[src/rtl/arm_dp_pkg.sv]
// Shared definitions for the data-processing sequencer: ALU opcodes,
// condition codes, shift types, FSM states and condition evaluation.
package arm_dp_pkg;

    localparam int DATA_W = 32;
    localparam int REG_W  = 4;

    // Opcodes, identical to the ALU encoding
    localparam logic [3:0] OP_AND = 4'd0;
    localparam logic [3:0] OP_EOR = 4'd1;
    localparam logic [3:0] OP_SUB = 4'd2;
    localparam logic [3:0] OP_RSB = 4'd3;
    localparam logic [3:0] OP_ADD = 4'd4;
    localparam logic [3:0] OP_ADC = 4'd5;
    localparam logic [3:0] OP_SBC = 4'd6;
    localparam logic [3:0] OP_RSC = 4'd7;
    localparam logic [3:0] OP_TST = 4'd8;
    localparam logic [3:0] OP_TEQ = 4'd9;
    localparam logic [3:0] OP_CMP = 4'd10;
    localparam logic [3:0] OP_CMN = 4'd11;
    localparam logic [3:0] OP_ORR = 4'd12;
    localparam logic [3:0] OP_MOV = 4'd13;
    localparam logic [3:0] OP_BIC = 4'd14;
    localparam logic [3:0] OP_MVN = 4'd15;

    // Condition codes
    localparam logic [3:0] COND_EQ = 4'h0;
    localparam logic [3:0] COND_NE = 4'h1;
    localparam logic [3:0] COND_CS = 4'h2;
    localparam logic [3:0] COND_CC = 4'h3;
    localparam logic [3:0] COND_MI = 4'h4;
    localparam logic [3:0] COND_PL = 4'h5;
    localparam logic [3:0] COND_VS = 4'h6;
    localparam logic [3:0] COND_VC = 4'h7;
    localparam logic [3:0] COND_HI = 4'h8;
    localparam logic [3:0] COND_LS = 4'h9;
    localparam logic [3:0] COND_GE = 4'hA;
    localparam logic [3:0] COND_LT = 4'hB;
    localparam logic [3:0] COND_GT = 4'hC;
    localparam logic [3:0] COND_LE = 4'hD;
    localparam logic [3:0] COND_AL = 4'hE;
    localparam logic [3:0] COND_NV = 4'hF;

    // Immediate shift types (instr[6:5])
    localparam logic [1:0] SH_LSL = 2'b00;
    localparam logic [1:0] SH_LSR = 2'b01;
    localparam logic [1:0] SH_ASR = 2'b10;
    localparam logic [1:0] SH_ROR = 2'b11;

    typedef enum logic [1:0] {IDLE, READ, EXEC, WB} dp_state_e;

    // nzcv ordering: [3]=N [2]=Z [1]=C [0]=V
    function automatic logic cond_pass(input logic [3:0] cond, input logic [3:0] nzcv);
        logic n, z, c, v;
        {n, z, c, v} = nzcv;
        case (cond)
            COND_EQ: return z;
            COND_NE: return !z;
            COND_CS: return c;
            COND_CC: return !c;
            COND_MI: return n;
            COND_PL: return !n;
            COND_VS: return v;
            COND_VC: return !v;
            COND_HI: return c && !z;
            COND_LS: return !c || z;
            COND_GE: return n == v;
            COND_LT: return n != v;
            COND_GT: return !z && (n == v);
            COND_LE: return z || (n != v);
            COND_AL: return 1'b1;
            default: return 1'b0;
        endcase
    endfunction

    // Rotate right; an amount of zero returns the value unchanged
    function automatic logic [31:0] ror32(input logic [31:0] val, input logic [4:0] amt);
        return (val >> amt) | (val << (6'd32 - {1'b0, amt}));
    endfunction

endpackage

[src/rtl/dp_sequencer_if.sv]
// Bus bundle between the sequencer and its decode, register-file and ALU
// neighbours. The master modport is the sequencer side.
interface dp_sequencer_if;
    logic        instr_valid;
    logic        instr_ready;
    logic [31:0] instr;
    logic [3:0]  rf_raddr_a;
    logic [3:0]  rf_raddr_b;
    logic [31:0] rf_rdata_a;
    logic [31:0] rf_rdata_b;
    logic        rf_we;
    logic [3:0]  rf_waddr;
    logic [31:0] rf_wdata;
    logic [3:0]  alu_control;
    logic [31:0] alu_operand_a;
    logic [31:0] alu_operand_b;
    logic        alu_reset;
    logic [31:0] alu_result;
    logic [3:0]  alu_nzcv;
    logic [3:0]  cpsr_nzcv;
    logic        done;
    logic        illegal;

    modport master (
        input  instr_valid, instr, rf_rdata_a, rf_rdata_b, alu_result, alu_nzcv,
        output instr_ready, rf_raddr_a, rf_raddr_b, rf_we, rf_waddr, rf_wdata,
               alu_control, alu_operand_a, alu_operand_b, alu_reset,
               cpsr_nzcv, done, illegal
    );

    modport slave (
        output instr_valid, instr, rf_rdata_a, rf_rdata_b, alu_result, alu_nzcv,
        input  instr_ready, rf_raddr_a, rf_raddr_b, rf_we, rf_waddr, rf_wdata,
               alu_control, alu_operand_a, alu_operand_b, alu_reset,
               cpsr_nzcv, done, illegal
    );
endinterface

[src/rtl/operand2_shifter.sv]
// Combinational operand-2 builder: rotated 8-bit immediate, or Rm with an
// optional immediate shift when DP_BARREL_SHIFT_EN is defined. Without the
// macro, register operands pass through unshifted with carry = C.
module operand2_shifter
    import arm_dp_pkg::*;
(
    input  logic        imm_sel,
    input  logic [11:0] shift_field,
    input  logic [31:0] rm,
    input  logic        c_in,
    output logic [31:0] op2,
    output logic        carry_out
);

`ifdef DP_BARREL_SHIFT_EN
    logic        [4:0]  amt;
    logic        [32:0] lsl_t;
    logic        [32:0] lsr_t;
    logic signed [32:0] asr_t;

    // Extra bit on each shift captures the last bit shifted out
    assign amt   = shift_field[11:7];
    assign lsl_t = {1'b0, rm} << amt;
    assign lsr_t = {rm, 1'b0} >> amt;
    assign asr_t = $signed({rm, 1'b0}) >>> amt;
`endif

    // Select immediate rotation or register shift and its carry
    always_comb begin
        op2       = rm;
        carry_out = c_in;
        if (imm_sel) begin
            op2       = ror32({24'd0, shift_field[7:0]}, {shift_field[11:8], 1'b0});
            carry_out = (shift_field[11:8] == 4'd0) ? c_in : op2[31];
        end
`ifdef DP_BARREL_SHIFT_EN
        else begin
            case (shift_field[6:5])
                SH_LSL: begin
                    if (amt != 5'd0) {carry_out, op2} = lsl_t;
                end
                SH_LSR: begin
                    op2       = (amt == 5'd0) ? 32'd0 : lsr_t[32:1];
                    carry_out = (amt == 5'd0) ? rm[31] : lsr_t[0];
                end
                SH_ASR: begin
                    op2       = (amt == 5'd0) ? {32{rm[31]}} : asr_t[32:1];
                    carry_out = (amt == 5'd0) ? rm[31] : asr_t[0];
                end
                default: begin
                    // ROR #0 encodes RRX
                    op2       = (amt == 5'd0) ? {c_in, rm[31:1]} : ror32(rm, amt);
                    carry_out = (amt == 5'd0) ? rm[0] : op2[31];
                end
            endcase
        end
`endif
    end

endmodule

[src/rtl/dp_sequencer.sv]
// Four-state sequencer for ARM data-processing instructions: latch, read
// operands and test condition, execute through the external ALU, write back.
// Optional immediate barrel shifts are enabled by DP_BARREL_SHIFT_EN.
module dp_sequencer
    import arm_dp_pkg::*;
(
    input  logic          clk,
    input  logic          reset_n,
    dp_sequencer_if.master bus
);

    dp_state_e   state, state_nxt;
    logic [31:0] instr_p0;
    logic [31:0] rn_p1, rm_p1;
    logic        pass_p1, illegal_p1;
    logic [31:0] res_p2;
    logic [1:0]  cv_p2;
    logic [3:0]  cpsr;

    logic [3:0]  opc;
    logic        s_bit, i_bit, is_test, is_arith, shift_bad, illegal_dec, commit;
    logic [31:0] op2, exec_res;
    logic        shc;
    logic        unused_alu_nz;

    assign opc      = instr_p0[24:21];
    assign s_bit    = instr_p0[20];
    assign i_bit    = instr_p0[25];
    assign is_test  = (opc[3:2] == 2'b10);
    assign is_arith = ((opc >= OP_SUB) && (opc <= OP_RSC)) || (opc == OP_CMP) || (opc == OP_CMN);

`ifdef DP_BARREL_SHIFT_EN
    assign shift_bad = 1'b0;
`else
    assign shift_bad = !i_bit && (instr_p0[11:4] != 8'd0);
`endif

    assign illegal_dec = (instr_p0[27:26] != 2'b00) || (instr_p0[31:28] == COND_NV) ||
                         (!i_bit && instr_p0[4]) || shift_bad || (is_test && !s_bit);
    assign commit      = pass_p1 && !illegal_p1;

    operand2_shifter u_shifter (
        .imm_sel    (i_bit),
        .shift_field(instr_p0[11:0]),
        .rm         (rm_p1),
        .c_in       (cpsr[1]),
        .op2        (op2),
        .carry_out  (shc)
    );

    // MOV bypasses the ALU; TST/TEQ flag results are formed locally
    always_comb begin
        exec_res = bus.alu_result;
        case (opc)
            OP_MOV:  exec_res = op2;
            OP_TST:  exec_res = rn_p1 & op2;
            OP_TEQ:  exec_res = rn_p1 ^ op2;
            default: exec_res = bus.alu_result;
        endcase
    end

    // State register
    always_ff @(posedge clk or negedge reset_n) begin
        if (!reset_n) state <= IDLE;
        else          state <= state_nxt;
    end

    // Next-state: failing or illegal instructions skip EXEC
    always_comb begin
        state_nxt = state;
        case (state)
            IDLE: if (bus.instr_valid) state_nxt = READ;
            READ: state_nxt = (illegal_dec || !cond_pass(instr_p0[31:28], cpsr)) ? WB : EXEC;
            EXEC: state_nxt = WB;
            default: state_nxt = IDLE;
        endcase
    end

    // Stage registers: p0 at handshake, p1 at READ, p2 at EXEC, flags at WB
    always_ff @(posedge clk or negedge reset_n) begin
        if (!reset_n) begin
            instr_p0   <= '0;
            rn_p1      <= '0;
            rm_p1      <= '0;
            pass_p1    <= 1'b0;
            illegal_p1 <= 1'b0;
            res_p2     <= '0;
            cv_p2      <= '0;
            cpsr       <= '0;
        end else begin
            if (state == IDLE && bus.instr_valid) instr_p0 <= bus.instr;
            if (state == READ) begin
                rn_p1      <= bus.rf_rdata_a;
                rm_p1      <= bus.rf_rdata_b;
                pass_p1    <= cond_pass(instr_p0[31:28], cpsr);
                illegal_p1 <= illegal_dec;
            end
            if (state == EXEC) begin
                res_p2 <= exec_res;
                cv_p2  <= is_arith ? bus.alu_nzcv[1:0] : {shc, cpsr[0]};
            end
            if (state == WB && commit && s_bit)
                cpsr <= {res_p2[31], (res_p2 == 32'd0), cv_p2};
        end
    end

    assign unused_alu_nz     = ^bus.alu_nzcv[3:2];

    assign bus.instr_ready   = (state == IDLE);
    assign bus.rf_raddr_a    = instr_p0[19:16];
    assign bus.rf_raddr_b    = instr_p0[3:0];
    assign bus.rf_we         = (state == WB) && commit && !is_test;
    assign bus.rf_waddr      = instr_p0[15:12];
    assign bus.rf_wdata      = res_p2;
    assign bus.alu_control   = (state == EXEC) ? opc : 4'd0;
    assign bus.alu_operand_a = (state != EXEC) ? 32'd0 : ((opc == OP_MVN) ? op2 : rn_p1);
    assign bus.alu_operand_b = (state == EXEC) ? op2 : 32'd0;
    assign bus.alu_reset     = ~reset_n;
    assign bus.cpsr_nzcv     = cpsr;
    assign bus.done          = (state == WB);
    assign bus.illegal       = (state == WB) && illegal_p1;

endmodule

[src/flat_wrapper.sv]
// flat-port wrapper written by rule: the top's interface ports become plain ports
module dp_sequencer_flat import arm_dp_pkg::*;
  (clk, reset_n, bus_instr_valid, bus_instr, bus_rf_rdata_a, bus_rf_rdata_b, bus_alu_result, bus_alu_nzcv, bus_instr_ready, bus_rf_raddr_a, bus_rf_raddr_b, bus_rf_we, bus_rf_waddr, bus_rf_wdata, bus_alu_control, bus_alu_operand_a, bus_alu_operand_b, bus_alu_reset, bus_cpsr_nzcv, bus_done, bus_illegal);
  dp_sequencer_if bus_i ();
  input  logic clk;
  input  logic reset_n;
  input wire logic [$bits(bus_i.instr_valid)-1:0] bus_instr_valid;
  input wire logic [$bits(bus_i.instr)-1:0] bus_instr;
  input wire logic [$bits(bus_i.rf_rdata_a)-1:0] bus_rf_rdata_a;
  input wire logic [$bits(bus_i.rf_rdata_b)-1:0] bus_rf_rdata_b;
  input wire logic [$bits(bus_i.alu_result)-1:0] bus_alu_result;
  input wire logic [$bits(bus_i.alu_nzcv)-1:0] bus_alu_nzcv;
  output wire logic [$bits(bus_i.instr_ready)-1:0] bus_instr_ready;
  output wire logic [$bits(bus_i.rf_raddr_a)-1:0] bus_rf_raddr_a;
  output wire logic [$bits(bus_i.rf_raddr_b)-1:0] bus_rf_raddr_b;
  output wire logic [$bits(bus_i.rf_we)-1:0] bus_rf_we;
  output wire logic [$bits(bus_i.rf_waddr)-1:0] bus_rf_waddr;
  output wire logic [$bits(bus_i.rf_wdata)-1:0] bus_rf_wdata;
  output wire logic [$bits(bus_i.alu_control)-1:0] bus_alu_control;
  output wire logic [$bits(bus_i.alu_operand_a)-1:0] bus_alu_operand_a;
  output wire logic [$bits(bus_i.alu_operand_b)-1:0] bus_alu_operand_b;
  output wire logic [$bits(bus_i.alu_reset)-1:0] bus_alu_reset;
  output wire logic [$bits(bus_i.cpsr_nzcv)-1:0] bus_cpsr_nzcv;
  output wire logic [$bits(bus_i.done)-1:0] bus_done;
  output wire logic [$bits(bus_i.illegal)-1:0] bus_illegal;
  assign bus_i.instr_valid = bus_instr_valid;
  assign bus_i.instr = bus_instr;
  assign bus_i.rf_rdata_a = bus_rf_rdata_a;
  assign bus_i.rf_rdata_b = bus_rf_rdata_b;
  assign bus_i.alu_result = bus_alu_result;
  assign bus_i.alu_nzcv = bus_alu_nzcv;
  assign bus_instr_ready = bus_i.instr_ready;
  assign bus_rf_raddr_a = bus_i.rf_raddr_a;
  assign bus_rf_raddr_b = bus_i.rf_raddr_b;
  assign bus_rf_we = bus_i.rf_we;
  assign bus_rf_waddr = bus_i.rf_waddr;
  assign bus_rf_wdata = bus_i.rf_wdata;
  assign bus_alu_control = bus_i.alu_control;
  assign bus_alu_operand_a = bus_i.alu_operand_a;
  assign bus_alu_operand_b = bus_i.alu_operand_b;
  assign bus_alu_reset = bus_i.alu_reset;
  assign bus_cpsr_nzcv = bus_i.cpsr_nzcv;
  assign bus_done = bus_i.done;
  assign bus_illegal = bus_i.illegal;
  dp_sequencer u_core (.clk(clk), .reset_n(reset_n), .bus(bus_i));
endmodule
[config.mk]
export PLATFORM = sky130hd
export DESIGN_NAME = dp_sequencer_flat
export DESIGN_NICKNAME = d
export VERILOG_FILES = /design/src/rtl/arm_dp_pkg.sv /design/src/rtl/dp_sequencer_if.sv /design/src/rtl/operand2_shifter.sv /design/src/rtl/dp_sequencer.sv /design/src/flat_wrapper.sv
export SDC_FILE = /design/constraint.sdc
export NUM_CORES = 1
export LEC_CHECK = 0
export ABC_AREA = 1
export BUFFER_PORTS_ARGS = -buffer_cell sky130_fd_sc_hd__buf_4
export CORE_MARGIN = 10
export CORE_UTILIZATION = 53
export DETAILED_ROUTE_END_ITERATION = 10
export GPL_ROUTABILITY_DRIVEN = 0
export PLACE_DENSITY = 0.81
export SLEW_MARGIN = 5
export SYNTH_ARGS = -nofsm -noshare
export SYNTH_HDL_FRONTEND = slang
export SYNTH_SLANG_ARGS = --single-unit
[constraint.sdc]
create_clock -name clk -period 3.62 [get_ports clk]
set_clock_uncertainty 0.1 [all_clocks]
set_input_delay 0.724 -clock clk [delete_from_list [all_inputs] [get_ports clk]]
set_output_delay 0.724 -clock clk [all_outputs]
set_load 0.005 [all_outputs]
==> summary.txt <==
Hold path
  – Worst min-delay path class: in2async

GRT
  – Met1 Use GR: 32.3%
  – Total grt overflow: 0
  – Met3 layer usage reported by global route: 7.46%
  – Met2 Track Usage GR: 42.7%
  – Initial antenna violation count: 1
  – Most Used Layer, Global Route: met2
  – Largest net degree at the start of global routing: 139
  – Global Route Usage Sum: 26.4%
  – First-pass GRT wire length: 47000 um
  – Vias in the first global route: 8960

Floorplanning
  – FP Rows: 47
  – Die Area: 22500 um^2
  – Initial Util: 54.0%
  – IO Count: 256
  – Chip Height: 150 um
  – Die X: 150 um
  – Core area: 16600 um^2

Cells and area
  – N_diodes: 0
  – Syn-to-layout area delta: 29.2%
  – Nets: 1666
  – Layout cells sized above 1: 24.6%

Synthesis
  – Top cells by count, synth: 379 x nand2_1, 148 x inv_1, 139 x nor2_1
  – Synthesized flop and latch total: 138
  – Synth warnings: 0
  – Mapped Area: 8960 um^2
  – Synth Flop Type: dfrtp_1
  – Number of flops mapped to enable cells by yosys: 0
  – Largest area contributor in the netlist: dfrtp_1
  – Synth top area cells: dfrtp_1 39%, nand2_1 16%, inv_1 6.2%, nor2_1 5.8%, o21ai_0 5.5%
  – Syn Inst Count: 1279
  – Sequential area share after synthesis: 38.5%
  – Syn_nets: 1451
  – Post-synth cell types: 33
  – Avg Synthesized Cell Area: 7.01 um^2
  – FFs w/ async S/R, synth: 100%
  – Yosys top cell area share: 38.5%
  – Most common cell in the netlist: nand2_1

Clock network
  – TritonCTS Buffers: 17
  – Num Clock Sinks: 138
  – Clock slew at reported path FFs: 60 ps
  – CTS Root Cell: clkbuf_16
  – Clk_lat worst skew: 430 ps
  – # Post-CTS Setup Buffers: 0
  – TritonCTS clock tree: done
  – CTS max path bufs: 2
  – H-tree depth: 4

Place
  – Place WS: 432 ps
  – HPWL Detailed: 22600 um
  – IO buf count: 253

STA
  – Final hold vios: 0
  – TNS Setup: 0 ps
  – Final setup violation count: 0
  – RSZ-0062 raised after global routing: false
  – Slew margin rel.: 35.9%
  – Final number of max-transition violations: 0
  – Slew of the pin with the lowest slew margin: 959 ps
  – Period utilization: 95.3%
  – Final min period: 3450 ps
  – Max frequency: 290 MHz
  – Worst Slack Setup Final: 172 ps

Outcome
  – Outcome: complete, no violations

Routing
  – Via count: 9253
  – Antenna viol nets, final: 0
  – Initial DRC Count: 934
  – Final WL: 30100 um
  – 1st-pass router iterations: 6
  – DR vias/cell: 5.36
  – DRC errors left: 0
  – DR WL/cell: 17.4 um

Pwr
  – Sequential fraction of design power: 24.8%
  – LEAKAGE: 0.00627 uW
  – Switch share: 47.3%
  – Peak supply drop: 0.488 mV
  – P_sw: 5530 uW
  – Power per cell area: 1010 nW/um^2
  – Internal power: 6170 uW
  – Clock share of power: 16.0%
  – Gate power share: 59.2%

Critical path
  – CP Capture Type: output port
  – Setup CP Type: reg2out
  – CP max FO: 14
  – WP data required: 2800 ps
  – Worst Setup Start Kind: register
  – Worst Path Arrival: 2620 ps

Flow run
  – Max-cap violations: 0
-- state kept, by name, summed over array words and instances, names as in the netlist --
name	flops
u_core.state	2
u_core.cv_p2	2
u_core.instr_p0	32
u_core.bus.rf_wdata	32
u_core.illegal_p1	1
u_core.pass_p1	1
u_core.rm_p1	32
u_core.rn_p1	32
u_core.bus.cpsr_nzcv	4
-- cells by family (layout without fill, tap and decap cells) --
logic type / Yosys count / count (layout) / synth area share [%]
mux: 40 / 40 / 5.03
fa+ha+maj: 37 / 37 / 5.17
compound gates: 232 / 232 / 13.5
buf+inv: 233 / 461 / 10.9
simple gates: 599 / 599 / 26.9
flops: 138 / 138 / 38.5
-- area by class of cell --
| class | instances | area (um^2) |
|---|---|---|
| Inverter | 156 | 589 |
| Sequential cell | 138 | 3450 |
| Clock buffer | 21 | 460 |
| Timing Repair Buffer | 273 | 2080 |
| Tap cell | 220 | 275 |
| Clock inverter | 11 | 168 |
| Multi-Input combinational cell | 908 | 4550 |
| Fill cell | 1401 | 5010 |
-- per-stage QoR --
stage / hold WS, ps / power [uW] / utilization, % / std cells / cell area [um^2]
after floorplan: 328 / 7180 / - / 1279 / 8960
after global routing: 400 / 12700 / 69.8 / 1727 / 11600
after CTS: 397 / 11700 / 69.8 / 1727 / 11600
final: 315 / 11700 / 69.8 / 1727 / 11600
after detailed placement: 390 / 9720 / 66.0 / 1695 / 10900
after global placement: 388 / 9480 / 66.0 / 1695 / 10900
-- layout by cell type (no fill, tap or decap), types with 4 or more instances in the layout --
cell type | synthesis | final
nand2_1 | 379 | 377
buf_4 | 16 | 270
inv_1 | 148 | 146
nor2_1 | 139 | 139
dfrtp_1 | 138 | 137
o21ai_0 | 99 | 97
a21oi_1 | 95 | 95
nand3_1 | 49 | 49
mux2_2 | 40 | 40
ha_1 | 37 | 36
o21ai_1 | 21 | 23
clkbuf_16 | 0 | 17
and2_1 | 9 | 9
nand4_1 | 9 | 9
o21ai_2 | 7 | 7
a211oi_1 | 6 | 6
inv_2 | 6 | 6
nand2_2 | 3 | 5
nor4_1 | 4 | 4
clkinv_2 | 0 | 4
bufinv_16 | 0 | 4
-- path summary, 6_finish.rpt --
| path | slack, ps | end | startpoint | cells past startpoint |
|---|---|---|---|---|
| max in group asynchronous | 2480 | u_core.rn_p1[16] | reset_n | 2 |
| worst min-delay path | 320 | u_core.instr_p0[2] | reset_n | 2 |
| worst min register to register | 410 | u_core.rm_p1[8] | u_core.rm_p1[8] | 1 |
| worst max-delay path | 170 | bus_alu_operand_a[12] | u_core.instr_p0[8] | 11 |
| worst max register to register | 670 | u_core.bus.rf_wdata[28] | u_core.instr_p0[21] | 11 |
| min in group clk | 400 | u_core.rm_p1[6] | bus_rf_rdata_b[6] | 3 |
-- power groups by stage --
| stage | registers, uW | logic (uW) | clock network, uW |
|---|---|---|---|
| final | 2900 | 6930 | 1870 |
| after global placement | 2860 | 6620 | 0 |
| after detailed placement | 2890 | 6820 | 0 |
| after global routing | 2990 | 7770 | 1970 |
| after CTS | 2880 | 6880 | 1890 |
| after floorplan | 2750 | 4430 | 0 |
-- routing by layer --
metal | wire length [um] | vias up | share of wire, %
met3 | 2640 | 88 | 8.8
li1 | - | 4484 | -
met1 | 12000 | 4247 | 40
met5 | 17 | - | 0.056
met4 | 1180 | 2 | 3.9
met2 | 14300 | 432 | 47
-- worst max-delay path, stage by stage, from the launching register on --
cell and delay (ps):
dfrtp_2 480, inv_4 150, ha_1 240, inv_1 80, nand2_1 70, nand2_2 150, o21ai_0 340, nand2_1 160
nand2_1 200, o21ai_0 110, inv_1 90, buf_4 110
-- what timing repair did --
item                                    in CTS  in global routing
endpoints found under the setup margin       4                 44
hold buffers                                 0                  0
gates resized for setup                      1                  6
(Power assumes the default switching activity.)
